## config.mk

```make
export PLATFORM = sky130hd
export DESIGN_NAME = spectrum_ram_reader
export DESIGN_NICKNAME = d
export VERILOG_FILES = /design/src/rtl/spectrum_ram_reader.sv
export SDC_FILE = /design/constraint.sdc
export NUM_CORES = 1
export LEC_CHECK = 0
export CAP_MARGIN = 20
export CORE_UTILIZATION = 53
export CTS_BUF_LIST = sky130_fd_sc_hd__clkbuf_2
export CTS_CLUSTER_DIAMETER = 30
export CTS_CLUSTER_SIZE = 28
export DETAILED_ROUTE_END_ITERATION = 6
export GPL_ROUTABILITY_DRIVEN = 0
export GPL_TIMING_DRIVEN = 0
export HOLD_SLACK_MARGIN = 0.03
export PLACE_DENSITY = 0.91
export REMOVE_ABC_BUFFERS = 1
export SKIP_CTS_REPAIR_TIMING = 1
export SLEW_MARGIN = 25
export SYNTH_ARGS = -nofsm -noshare
export SYNTH_HDL_FRONTEND = slang
export SYNTH_SLANG_ARGS = --single-unit
```

## constraint.sdc

```tcl
create_clock -name clk -period 3.4 [get_ports clk]
set_input_delay 0.85 -clock clk [delete_from_list [all_inputs] [get_ports clk]]
set_output_delay 0.85 -clock clk [all_outputs]
set_load 0.02 [all_outputs]
```

## src/rtl/spectrum_ram_reader.sv

```systemverilog
`default_nettype none
// ============================================================================
// Module   : spectrum_ram_reader
// Purpose  : Read-side sequencer for a spectrum RAM whose read port is
//            combinational. A start pulse sweeps bins 0..DEPTH-1. Each word is
//            registered and streamed on a valid/ready interface, together with
//            its bin index and a last flag.
// Revision : 1.0 - initial release
// ----------------------------------------------------------------------------
// Parameters
//   DATA_WIDTH  width of one RAM word / stream word
//   DEPTH       number of bins swept (>= 2); ADDRW = $clog2(DEPTH)
// Ports
//   clk          clock for all logic
//   rst_n        asynchronous active-low reset
//   start        begin a sweep (honoured only when idle)
//   abort        cancel an active sweep, no done pulse
//   busy         high while a sweep is scanning or draining
//   done         one-cycle pulse after the last word is accepted
//   ram_rd_addr  registered RAM read address
//   ram_rd_data  RAM read data (combinational from ram_rd_addr)
//   out_data     stream word
//   out_index    bin index of out_data
//   out_last     marks the word of bin DEPTH-1
//   out_valid    stream valid
//   out_ready    stream ready
// Optional feature (macro SPECTRUM_READER_PEAK_EN)
//   peak_value   largest word of the sweep (lowest index wins ties)
//   peak_index   bin index of peak_value
//   peak_valid   peak result belongs to a completed sweep
// ============================================================================
module spectrum_ram_reader #(
   parameter  int DATA_WIDTH = 4,
   parameter  int DEPTH      = 256,
   localparam int ADDRW      = $clog2(DEPTH)
) (
   input  logic                  clk,
   input  logic                  rst_n,
   input  logic                  start,
   input  logic                  abort,
   output logic                  busy,
   output logic                  done,
   output logic [ADDRW-1:0]      ram_rd_addr,
   input  logic [DATA_WIDTH-1:0] ram_rd_data,
   output logic [DATA_WIDTH-1:0] out_data,
   output logic [ADDRW-1:0]      out_index,
   output logic                  out_last,
   output logic                  out_valid,
   input  logic                  out_ready
`ifdef SPECTRUM_READER_PEAK_EN
   ,
   output logic [DATA_WIDTH-1:0] peak_value,
   output logic [ADDRW-1:0]      peak_index,
   output logic                  peak_valid
`endif
);

   localparam logic [ADDRW-1:0] LAST_ADDR = ADDRW'(DEPTH - 1);

   typedef enum logic [1:0] {
      IDLE  = 2'd0,
      SCAN  = 2'd1,
      DRAIN = 2'd2
   } state_t;

   state_t                state, state_d;
   logic [ADDRW-1:0]      addr_d, index_d;
   logic [DATA_WIDTH-1:0] data_d;
   logic                  last_d, valid_d, done_d, busy_d;
   logic                  load, at_last;

   // A new word may be captured when the output register is empty or is
   // being emptied on this same edge.
   assign load    = (state == SCAN) && (!out_valid || out_ready);
   assign at_last = (ram_rd_addr == LAST_ADDR);

   always_ff @(posedge clk or negedge rst_n) begin
      if (!rst_n) begin
         state       <= IDLE;
         ram_rd_addr <= '0;
         out_data    <= '0;
         out_index   <= '0;
         out_last    <= 1'b0;
         out_valid   <= 1'b0;
         done        <= 1'b0;
         busy        <= 1'b0;
      end else begin
         state       <= state_d;
         ram_rd_addr <= addr_d;
         out_data    <= data_d;
         out_index   <= index_d;
         out_last    <= last_d;
         out_valid   <= valid_d;
         done        <= done_d;
         busy        <= busy_d;
      end
   end

   always_comb begin
      state_d = state;
      addr_d  = ram_rd_addr;
      data_d  = out_data;
      index_d = out_index;
      last_d  = out_last;
      valid_d = out_valid;
      done_d  = 1'b0;
      case (state)
         IDLE: begin
            if (start) begin
               addr_d  = '0;
               state_d = SCAN;
            end
         end
         SCAN: begin
            // abort wins over a capture in the same cycle
            if (abort) begin
               state_d = IDLE;
               valid_d = 1'b0;
               last_d  = 1'b0;
               addr_d  = '0;
            end else if (load) begin
               data_d  = ram_rd_data;
               index_d = ram_rd_addr;
               last_d  = at_last;
               valid_d = 1'b1;
               if (at_last) begin
                  state_d = DRAIN;
               end else begin
                  addr_d = ram_rd_addr + ADDRW'(1);
               end
            end
         end
         DRAIN: begin
            if (abort) begin
               state_d = IDLE;
               valid_d = 1'b0;
               last_d  = 1'b0;
               addr_d  = '0;
            end else if (out_valid && out_ready) begin
               state_d = IDLE;
               valid_d = 1'b0;
               last_d  = 1'b0;
               done_d  = 1'b1;
               addr_d  = '0;
            end
         end
         default: state_d = IDLE;
      endcase
   end

   // busy is registered from the next state so it tracks SCAN/DRAIN exactly
   assign busy_d = (state_d != IDLE);

`ifdef SPECTRUM_READER_PEAK_EN
   logic peak_upd;

   // Index 0 always seeds the peak; a strict compare keeps the lower index on ties.
   assign peak_upd = load && !abort &&
                     ((ram_rd_addr == '0) || (ram_rd_data > peak_value));

   always_ff @(posedge clk or negedge rst_n) begin
      if (!rst_n) begin
         peak_value <= '0;
         peak_index <= '0;
         peak_valid <= 1'b0;
      end else begin
         if (peak_upd) begin
            peak_value <= ram_rd_data;
            peak_index <= ram_rd_addr;
         end
         if (done_d) begin
            peak_valid <= 1'b1;
         end else if (((state == IDLE) && start) || ((state != IDLE) && abort)) begin
            peak_valid <= 1'b0;
         end
      end
   end
`endif

endmodule
`default_nettype wire

```

# [After elaboration in Yosys (flattened, before gate mapping)]
# Cells that the tools add are included.
[word_totals] reg_bits=26 inputBits=9 out_inout_bits=24 word_cells=53
[op_classes] addsub=1 n_eq_ne=7 muxes=25 bitwise=1 n_reduce_logical=11
[op_table] cell="8-bit 2-to-1 mux" count=6
[op_table] cell="8-bit case mux with 3 select lines" count=1
[op_table] cell="2-bit 2-to-1 mux" count=6
[op_table] cell="1-bit 2-to-1 mux" count=9
[op_table] cell="3-bit inequality test (second input constant)" count=3
[op_table] cell="8-bit by 1-bit adder with 8-bit output (second input constant)" count=1
[op_table] cell="8-bit == test (second input constant)" count=1
[op_table] cell="2-bit case mux with 3 select lines" count=1
[op_table] cell="3-bit AND reduction" count=2
[op_table] cell="5-bit AND reduction" count=1
[op_table] cell="1-bit case mux with 2 select lines" count=2
[op_table] cell="2-bit nonzero test" count=2
[op_table] cell="3-bit nonzero test" count=1
[op_table] cell="2-bit by 1-bit == test with 1-bit output (second input constant)" count=1
[op_table] cell="2-bit == test (second input constant)" count=1
[op_table] cell="1-bit logical AND" count=2
[op_table] cell="2-bit logical NOT" count=1
[op_table] cell="2-bit inequality test (second input constant)" count=1
[op_table] cell="1-bit logical NOT" count=1
[op_table] cell="1-bit logical OR" count=1
[op_table] cell="1-bit inverter" count=1

# [Longest topological paths before layout]
[logic_depth] ltp_word=7 mapped_depth=7 mapped_depth_nobuf=6

# [Worst setup path before layout]
# OpenSTA, ideal clock, no wires.
[synth_path] kind="in2reg" from="input abort" to="register ram_rd_addr[5]" setup_ps=120 arrival_time_ps=1854 required_ps=3280 path_slack_ps=1425 path_stages=6 n_path_buf=1 cell_sequence="buf_2 > a21oi_1 > o21a_1 > a211oi_2 > a311oi_1 > a41o_1"
[synth_between] elab_chain_len=2 elab_cells_between_ends=7 cone_classes="3 x eq/ne; 3 x mux; 1 x reduce/logical"
[synth_rtl] item="from (decl)" line="40" source="input logic abort,"
[synth_rtl] item="3-bit inequality test (no source line) (tied with other cells)"
[synth_rtl] item="5-bit AND reduction (no source line) / 8-bit case mux with 3 select lines (equally long branches)"
[synth_rtl] item="to (signal assigned)" line="89" source="ram_rd_addr <= addr_d;"
[synth_rtl] item="to (decl)" line="43" source="output logic [ADDRW-1:0] ram_rd_addr,"
# Parallel ways exist; a longest one is shown, timed or not.
# A chain may end at the register's enable or synchronous reset.

# [Final worst setup path]
[layout_path] from="register ram_rd_addr[3]" to="output ram_rd_addr[3]"
# No word-level cell between the ends.

==> flow_summary.toml <==
[outcome]
status = "completed"

[setup_path]
critical_path_required_ns = 2.55
slowest_delay_ns = 0.67
criticalPathCategory = "flip-flop to output port"
reg2reg_slack_ns = 1.54
path_buf_inv = 1
critPathTopFamily = "buffers and inverters"
end_kind = "output port"
startpoint_type = "flip-flop"
crit_chain = "clkdlybuf4s50_1"
critical_path.max_fanout = 7
crit_slowest_cell = "clkdlybuf4s50_1"
crit_arrival_ns = 1.54

[logic_synthesis]
ys_ff_latch = 26
synth_top_area_cell = "dfrtp_1"
synthArstFlopShare = 1.00
synth_warnings = 0
synth_cells = 109
syn_area_um2 = 1260
yosysUniqueCellTypes = 35
avgSynthCellArea_um2 = 11.6
synth.top_cells.by_count = "dfrtp_1 (26), nor2_1 (11), nand2_1 (9), mux2_4 (6)"
netlist_top_cells_area = "dfrtp_1 (52%), mux2_4 (7.1%), mux2_1 (4.5%)"
synth_top_area_share = 0.516
synth_most_common_cell = "dfrtp_1"
synth_edf_count = 0
ys_seq_area_frac = 0.516
synthFlopType = "dfrtp_1"

[power_and_ir_drop]
p_switching_w = 0.000213
comb_power_share = 0.296
swShare = 0.316
p_per_area_nw_per_um2 = 424
vdd_drop_max_v = 0.000259
clkPwrFrac = 0.158
internal_power_w = 0.000462
p_leak_nw = 0.695
pwr-share-seq = 0.546

[cts]
numClockSinks = 26
clk_path_buf_depth = 2
cts.htree.levels = 1
cts_tree = "built"
numCtsBuffers = 3
cts_root_buf = "clkbuf_2"
insertion_delay_ns = 0.33
clk_pin_slew_worst_paths_ns = 0.21

[timing]
hold_viol = 0
worstMarginPinSlew_ns = 0.559
finalCritPeriodShare = 0.702
rsz0062_at_grt = "false"
fin_crit_ns = 2.39
clock_skew_ns = 0.000774
maxSlewViolCount = 0
max_freq_ghz = 0.419
fin_tns_setup_ns = 0
setup_viol = 0
slew-limit-headroom = 0.628

[placement]
dpl_cell_area_um2 = 1580
port_buffers = 32
dp_hpwl_um = 1870

[final_layout]
antenna_cells = 0
final_nets = 152
area_growth_pct = 26.4
layout-drive-gt1-share = 0.129
finalInstanceArea_um2 = 1590
fillCellCount = 173

[grt]
track_usage = 0.225
overflow = 0
grt_max_degree = 27
grt_pass1_vias = 906
grt_pass1_wl_um = 4230
antenna_found_initial = 0

[floorplan]
die-area_um2 = 2580
die_x_um = 50.8
rows = 17
initial_core_util = 0.565
die_h_um = 50.8
io_pins = 33
core-area_um2 = 2230

[route]
viasPerCell = 5.70
routedWlPerCell_um = 15.0
wirelength_um = 2520
ant_nets = 0
first_iter_violations = 14
remaining_drc_errors = 0
vias = 957
first_pass_iters = 4

[flow_run]
cap_violations = 0

[worst_hold_path]
hold_path_class = "primary input to asynchronous set/reset pin"
-- final cells by class --
class                      count  area, µm²  share of cell area
inverter                       1       3.75             0.00235
clock buffer                   3       15.0             0.00942
timing repair buffer          32        315               0.198
multi-input combinational     78        574               0.360
tap                           28       35.0              0.0220
sequential                    26        651               0.408
-- cell usage in the layout, fill, tap and decap left out --
master           Yosys  routed
nand3_1              2       2
o21ai_2              2       2
nor2b_4              1       1
o21ai_0              2       2
dfrtp_1             26      26
ha_1                 1       1
o21ai_1              2       2
clkbuf_2             0       3
inv_1                1       1
clkdlybuf4s50_1      0      31
o2bb2ai_1            1       1
mux2_1               5       5
o22ai_1              1       1
nand3_2              1       1
a21oi_1              5       5
buf_2                2       1
a311oi_1             1       1
mux2i_1              1       1
a41o_1               1       1
and2b_4              1       1
o21bai_1             1       1
xnor2_1              2       2
or4_1                2       2
a21o_1               1       1
a211oi_2             2       2
o31ai_1              3       3
nand2b_1             3       3
nor3_1               2       2
nand2_4              1       1
nor2_1              11      11
and2b_1              2       2
nand2_1              9       9
o21a_1               2       2
a31oi_1              2       2
nand4_1              2       2
mux2_4               6       6
-- power by group through the flow --
stage | clock network, W | logic (W) | registers [W]
floorplan | 0 | 0.0000716 | 0.000407
global placement | 0 | 0.000195 | 0.000371
detailed placement | 0 | 0.000201 | 0.000374
CTS | 0.000110 | 0.000201 | 0.000369
global route | 0.000121 | 0.000215 | 0.000374
finish | 0.000106 | 0.000200 | 0.000369
-- cell families (layout without fill, tap and decap cells) --
| group | count (synthesis) | count (layout) | synth area share |
|---|---|---|---|
| multiplexers | 12 | 12 | 0.124 |
| AND/OR/NAND/NOR | 37 | 37 | 0.160 |
| adder cells (fa/ha/maj) | 1 | 1 | 0.00992 |
| flip-flops | 26 | 26 | 0.516 |
| buffers and inverters | 5 | 36 | 0.0288 |
| XOR/XNOR | 2 | 2 | 0.0139 |
| AO/OA/AOI/OAI | 26 | 26 | 0.148 |
-- registers in the layout (all words and copies together), names as in the netlist --
register / count
out_valid: 1
out_data: 4
state: 2
done: 1
out_index: 8
out_last: 1
ram_rd_addr: 8
busy: 1
-- per-stage QoR --
| step | utilization | hold WS [ns] | std cells | total power, W | setup slack (ns) |
|---|---|---|---|---|---|
| 5_1_grt | 0.714 | 0.473 | 168 | 0.000710 | 0.931 |
| 6_report | 0.714 | 0.463 | 168 | 0.000675 | 1.01 |
| 4_1_cts | 0.714 | 0.479 | 168 | 0.000680 | 1.00 |
| 3_3_place_gp | 0.709 | 0.473 | 165 | 0.000566 | 0.851 |
| 3_5_place_dp | 0.707 | 0.480 | 165 | 0.000575 | 0.760 |
| 2_1_floorplan | - | 0.470 | 105 | 0.000479 | 1.50 |
-- metal layers --
layer / vias up / share of wire / GRT usage
met2: 22 / 0.51 / 0.382
met5: - / 0 / 0
li1: 453 / - / -
met3: 7 / 0.035 / 0.0485
met1: 475 / 0.43 / 0.281
met4: 0 / 0.017 / 0.0833
-- worst paths after layout --
path,start,endpoint,cells after the start
min in group clk,out_index[7],out_index[7],1
max,ram_rd_addr[3],ram_rd_addr[3],1
max in group asynchronous,rst_n,out_last,1
max reg2reg,ram_rd_addr[0],ram_rd_addr[6],6
min reg2reg,out_index[7],out_index[7],1
min,rst_n,out_index[7],1
Power figures use the tool's default switching activity.
